--- src/rtl/tick_scheduler.sv ---
// rtl/tick_scheduler.sv - multi-channel programmable tick generator with credit banking
module tick_scheduler #(
  parameter int unsigned       CLK_FREQ     = 16_000_000,
  parameter int unsigned       NUM_CH       = 2,
  parameter int unsigned       DIV_W        = 20,
  parameter int unsigned       CREDIT_W     = 4,
  parameter int unsigned       DIV0_DEFAULT = CLK_FREQ / 60,
  parameter int unsigned       DIVN_DEFAULT = CLK_FREQ / 500,
  parameter logic [NUM_CH-1:0] TURBO_MASK   = NUM_CH'(2'b10),
  localparam int unsigned      CH_W         = (NUM_CH > 1) ? $clog2(NUM_CH) : 1
) (
  input  logic                         clk,
  input  logic                         rst_n,
  input  logic                         turbo_n,
  input  logic                         pause,
  input  logic                         resync,
  input  logic                         cfg_we,
  input  logic [CH_W-1:0]              cfg_ch,
  input  logic [DIV_W-1:0]             cfg_div,
  input  logic [NUM_CH-1:0]            take,
  input  logic [NUM_CH-1:0]            ovf_clr,
  output logic [NUM_CH-1:0]            tick,
  output logic [NUM_CH-1:0]            avail,
  output logic [NUM_CH*CREDIT_W-1:0]   credit,
  output logic [NUM_CH-1:0]            ovf
);

  localparam logic [CREDIT_W-1:0] CREDIT_MAX = '1;

  // Reload value for a divisor; 0 and 1 both mean "tick every cycle".
  function automatic logic [DIV_W-1:0] reload_val(input logic [DIV_W-1:0] d);
    return (d == '0) ? '0 : d - DIV_W'(1);
  endfunction

  function automatic logic [DIV_W-1:0] default_div(input int c);
    return (c == 0) ? DIV_W'(DIV0_DEFAULT) : DIV_W'(DIVN_DEFAULT);
  endfunction

  logic [1:0]          turbo_sync_q;
  logic                turbo_act;
  logic [NUM_CH-1:0]   turbo_vec;

  logic [DIV_W-1:0]    div_q [NUM_CH];
  logic [DIV_W-1:0]    div_d [NUM_CH];
  logic [DIV_W-1:0]    cnt_q [NUM_CH];
  logic [DIV_W-1:0]    cnt_d [NUM_CH];
  logic [NUM_CH-1:0]   fire_d;
  logic [NUM_CH-1:0]   tick_q;

  logic [CREDIT_W-1:0] credit_q [NUM_CH];
  logic [CREDIT_W-1:0] credit_d [NUM_CH];
  logic [NUM_CH-1:0]   ovf_q;
  logic [NUM_CH-1:0]   ovf_d;
  logic [NUM_CH-1:0]   ovf_set;

  // Two-flop synchroniser for the pin-level turbo request; resets to "off".
  always_ff @(posedge clk or negedge rst_n) begin
    if (!rst_n) turbo_sync_q <= 2'b11;
    else        turbo_sync_q <= {turbo_sync_q[0], turbo_n};
  end

  assign turbo_act = ~turbo_sync_q[1];
  assign turbo_vec = TURBO_MASK & {NUM_CH{turbo_act}};

  // Per-channel phase counter: config write beats resync beats pause beats normal countdown.
  always_comb begin
    div_d  = div_q;
    cnt_d  = cnt_q;
    fire_d = '0;
    for (int c = 0; c < NUM_CH; c++) begin
      if (cfg_we && (int'(cfg_ch) == c)) begin
        div_d[c] = cfg_div;
        cnt_d[c] = reload_val(cfg_div);
      end else if (resync) begin
        cnt_d[c] = reload_val(div_q[c]);
      end else if (!pause) begin
        if (cnt_q[c] == '0) begin
          cnt_d[c]  = reload_val(div_q[c]);
          fire_d[c] = 1'b1;
        end else begin
          cnt_d[c] = cnt_q[c] - DIV_W'(1);
        end
      end
    end
  end

  // Credit banking against the visible tick; turbo-forced channels keep their credit frozen.
  always_comb begin
    credit_d = credit_q;
    ovf_set  = '0;
    for (int c = 0; c < NUM_CH; c++) begin
      if (!turbo_vec[c]) begin
        if (tick_q[c] && !take[c]) begin
          if (credit_q[c] == CREDIT_MAX) ovf_set[c] = 1'b1;
          else                           credit_d[c] = credit_q[c] + CREDIT_W'(1);
        end else if (take[c] && !tick_q[c] && (credit_q[c] != '0)) begin
          credit_d[c] = credit_q[c] - CREDIT_W'(1);
        end
      end
    end
    ovf_d = ovf_set | (ovf_q & ~ovf_clr);
  end

  // State registers; reset discards phase and credits immediately.
  always_ff @(posedge clk or negedge rst_n) begin
    if (!rst_n) begin
      for (int c = 0; c < NUM_CH; c++) begin
        div_q[c]    <= default_div(c);
        cnt_q[c]    <= reload_val(default_div(c));
        credit_q[c] <= '0;
      end
      tick_q <= '0;
      ovf_q  <= '0;
    end else begin
      div_q    <= div_d;
      cnt_q    <= cnt_d;
      credit_q <= credit_d;
      tick_q   <= fire_d;
      ovf_q    <= ovf_d;
    end
  end

  // Outputs are derived from registered state only.
  always_comb begin
    credit = '0;
    for (int c = 0; c < NUM_CH; c++) begin
      credit[c*CREDIT_W +: CREDIT_W] = credit_q[c];
      avail[c] = (credit_q[c] != '0) | turbo_vec[c];
    end
    tick = tick_q | turbo_vec;
    ovf  = ovf_q;
  end

endmodule
--- config.mk ---
export PLATFORM = sky130hd
export DESIGN_NAME = tick_scheduler
export DESIGN_NICKNAME = d
export VERILOG_FILES = /design/src/rtl/tick_scheduler.sv
export SDC_FILE = /design/constraint.sdc
export NUM_CORES = 1
export LEC_CHECK = 0
export CAP_MARGIN = 10
export CELL_PAD_IN_SITES_DETAIL_PLACEMENT = 1
export CELL_PAD_IN_SITES_GLOBAL_PLACEMENT = 1
export CORE_ASPECT_RATIO = 0.9
export CORE_UTILIZATION = 45
export CTS_CLUSTER_DIAMETER = 120
export DETAILED_ROUTE_END_ITERATION = 10
export GPL_TIMING_DRIVEN = 0
export PLACE_DENSITY_LB_ADDON = 0.1
export SLEW_MARGIN = 25
export SYNTH_ARGS = -nofsm -noshare
export SYNTH_HDL_FRONTEND = slang
export SYNTH_SLANG_ARGS = --single-unit
export TNS_END_PERCENT = 5
--- constraint.sdc ---
create_clock -name clk -period 3 [get_ports clk]
set_clock_uncertainty 0.05 [all_clocks]
set_input_delay 0.6 -clock clk [delete_from_list [all_inputs] [get_ports clk]]
set_output_delay 0.6 -clock clk [all_outputs]
set_load 0.005 [all_outputs]
==> results by group <==
Final layout
  • Final Non-Filler Cells: 1038
  • Multi-input logic area: 3990 um^2
  • Layout cells sized above 1: 12.8%
  • Number of fill cells: 1721
  • Nets: 887
  • Antenna cells: 0
  • P&R area growth vs syn: 17.9%
  • Layout Utilization: 54.4%
  • FF+latch area: 2400 um^2

Floorplanning
  • # rows: 41
  • Die width: 128 um
  • I/O pin count: 45
  • Initial core utilization: 46.1%
  • Die area: 14900 um^2
  • Core region area: 14100 um^2
  • Die H: 116 um

Clock tree
  • Hold buffers post-CTS: 0
  • CTS sink cnt: 94
  • Clk root buf: clkbuf_16
  • Clk_lat worst skew: 0.36 ns
  • TritonCTS buffer count: 9
  • CTS tree: built
  • Htree depth: 3
  • Maximum clock path buffer count: 2
  • Reg clk slew, reported paths: 0.07 ns

Critical path
  • CP Max Fanout: 10
  • Buf/Inv on CP: 4
  • R2R Setup Slk: 0.06 ns
  • WP depth: 9
  • Slowest stage delay, CP: 0.54 ns
  • Reg2reg end: cnt_q[36]$_DFFE_PN0P_
  • Startpoint types: input port
  • CP startpoint: cfg_div[10]
  • R2R cell count: 9
  • Critical R2R Launch: div_q[20]$_DFFE_PN0P_
  • CP max-delay cell: or4_4
  • CP Data Arrival Time: 3.21 ns
  • Worst-path cell chain: dlygate4sd2_1 > or4_4 > or4_1 > clkbuf_2 > or4b_4 > buf_6 > buf_2 > a32oi_1 > o21ai_0
  • CP top delay family: simple AND/OR/NAND/NOR gates
  • WS Path Type: in2reg
  • Crit path capture: cnt_q[31]$_DFFE_PN0P_
  • Crit end category: flip-flop
  • Req. time, crit path: 3.18 ns

Timing
  • Max Clock Freq: 330 MHz
  • Min Tclk post-route: 3.03 ns
  • Setup violations, final: 2
  • Final period utilization: 101%
  • Worst-margin pin slew: 0.801 ns
  • Worst slew margin: 46.3%
  • Fin. Hold Viols: 0
  • Slew Limit Fails: 0
  • Final setup TNS: -0.0435 ns
  • Final worst slack: -0.0288 ns
  • RSZ-0062 raised after global routing: true
  • Hold_ws: 0.0895 ns

Global routing
  • First-pass GRT wire length: 37000 um
  • Grt total ovfl: 0
  • Initial antenna violation count: 0
  • Met3 Usage GRT: 7.06%
  • Number of global-route vias before repair: 6539
  • Met2 usage: 53.6%
  • Busiest layer in global routing: met2
  • GRT Overall Usage: 33.3%
  • Largest net degree at the start of global routing: 59
  • GRT met1 Usage: 44.9%

Status
  • Outcome: finished with violations
  • Failing checks: setup timing

Logic synthesis
  • Ys async rst share: 100%
  • Library cells used by synthesis: 72
  • Post-Syn Area: 6480 um^2
  • Sequential-to-total area share from yosys stat: 37.0%
  • Ys Warns: 0
  • Syn_nets: 829
  • Mean Syn Cell Area: 8.29 um^2
  • Post-synth EDFFs: 0
  • Post-Synthesis Cells: 782
  • Ys flop type: dfrtp_1
  • Post-synthesis register bit count: 94

Placed design
  • Gpl congestion: 0.933
  • HPWL Detailed: 17800 um
  • Placed Cells: 1019
  • Input/output buffers: 43

Routing
  • Drt initial violations: 456
  • Drt first pass iters: 7
  • Vias per inst: 6.24
  • Wirelength per Cell: 22.6 um
  • Residual DRC: 0
  • Final wirelength: 23400 um
  • Via count: 6481
  • Post-DRT Antenna Nets: 0

Job
  • MaxCap Viol Count: 0

Power and ir drop
  • Maximum VDD drop: 0.407 mV
  • Static leakage: 2.93 nW
  • Pwr/cell area: 574 nW/um^2

Min path
  • Worst min path class: in2async
## per-layer routing
layer / vias up / share of wire, %
met2: 246 / 46
met4: 0 / 2.3
met5: - / 0
met1: 3247 / 44
li1: 2955 / -
met3: 33 / 6.8
## what timing repair did
item	CTS	global route
setup buffers	1	2
pin swaps	2	3
resized for setup	28	12
cloned	0	0
setup endpoints to repair	37	28
## Yosys cell counts (4+ instances only)
master	instances	area, um^2
or3_1	16	100
ha_1	14	175
a311oi_1	4	35.0
nand4_1	6	37.5
xnor2_1	33	289
a211oi_1	13	97.6
o211ai_1	4	30.0
nand3_1	16	80.1
nor2b_1	6	37.5
nor2_1	50	188
o221a_2	5	56.3
inv_1	13	48.8
mux2i_1	4	40.0
nor3_1	52	260
nand4b_1	5	43.8
dfrtp_1	59	1480
or4_1	17	128
o22ai_1	14	87.6
a21o_1	4	30.0
o221ai_1	4	35.0
or3b_2	5	43.8
a31oi_1	6	37.5
o32ai_1	5	43.8
clkbuf_1	36	135
o21ai_0	45	225
dfstp_2	35	920
nand2b_1	9	56.3
o31ai_1	6	45.0
nor4_1	26	163
a21oi_1	24	120
o21a_1	5	37.5
nand2_1	147	552
or2_2	4	25.0
xor2_1	36	315
## registers in the layout (all words and copies together) (netlist names)
signal	count
cnt_q	40
div_q	40
credit	8
ovf	2
tick_q	2
turbo_sync_q	2
## cell type report
type                            count  area share [%]
Tap cell                          193            3.16
Clock inverter                      5            1.10
Buffer                             43            2.33
Timing Repair Buffer               47            6.11
Multi-Input combinational cell    632            52.3
Sequential cell                    94            31.4
Clock buffer                       11            3.05
Inverter                           13           0.639
## where the power goes
part | switching [mW] | internal, mW
clock network | 0.527 | 0.733
logic | 0.664 | 0.584
registers | 0.336 | 1.54
## placed cells by master, fill, tap and decap left out, types with 12 or more instances in the layout
master           instances
nand2_1                144
dfrtp_1                 59
nor3_1                  49
nor2_1                  48
o21ai_0                 45
clkbuf_1                38
xor2_1                  35
dfstp_2                 35
xnor2_1                 33
clkdlybuf4s50_1         31
a21oi_1                 23
nor4_1                  20
or4_1                   16
or3_1                   16
nand3_1                 16
o22ai_1                 14
ha_1                    14
inv_1                   13
a211oi_1                12
## kinds of logic (layout without fill, tap and decap cells)
group / count (synthesis) / after routing / synth area share, %
adders and majority gates: 16 / 16 / 3.32
AOI/OAI and AO/OA: 164 / 164 / 16.9
and+or+nand+nor: 377 / 377 / 29.0
muxes: 6 / 6 / 0.965
buffers and inverters: 56 / 119 / 3.49
xor gates and xnor gates: 69 / 69 / 9.33
DFF: 94 / 94 / 37.0
## per-stage QoR
stage / cell area [um^2] / setup slack (ns) / power [mW]
after floorplan: 6480 / 0.105 / 2.55
after global placement: 7150 / -2.29 / 3.01
after detailed placement: 7180 / -0.853 / 3.10
after CTS: 7580 / -0.0821 / 4.37
after global routing: 7640 / -0.100 / 4.61
final: 7640 / -0.0288 / 4.38
## worst min path at each step
| stage | startpoint | end | depth (start not counted) |
|---|---|---|---|
| 2_1_floorplan | rst_n | cnt_q[15]$_DFFE_PN0P_ | 0 |
| 3_3_place_gp | turbo_sync_q[0]$_DFF_PN1_ | turbo_sync_q[1]$_DFF_PN1_ | 0 |
| 3_5_place_dp | turbo_sync_q[0]$_DFF_PN1_ | turbo_sync_q[1]$_DFF_PN1_ | 0 |
| 4_1_cts | rst_n | cnt_q[35]$_DFFE_PN0P_ | 1 |
| 5_1_grt | rst_n | cnt_q[35]$_DFFE_PN0P_ | 1 |
| 6_report | rst_n | cnt_q[35]$_DFFE_PN0P_ | 1 |
(Power assumes the default switching activity.)
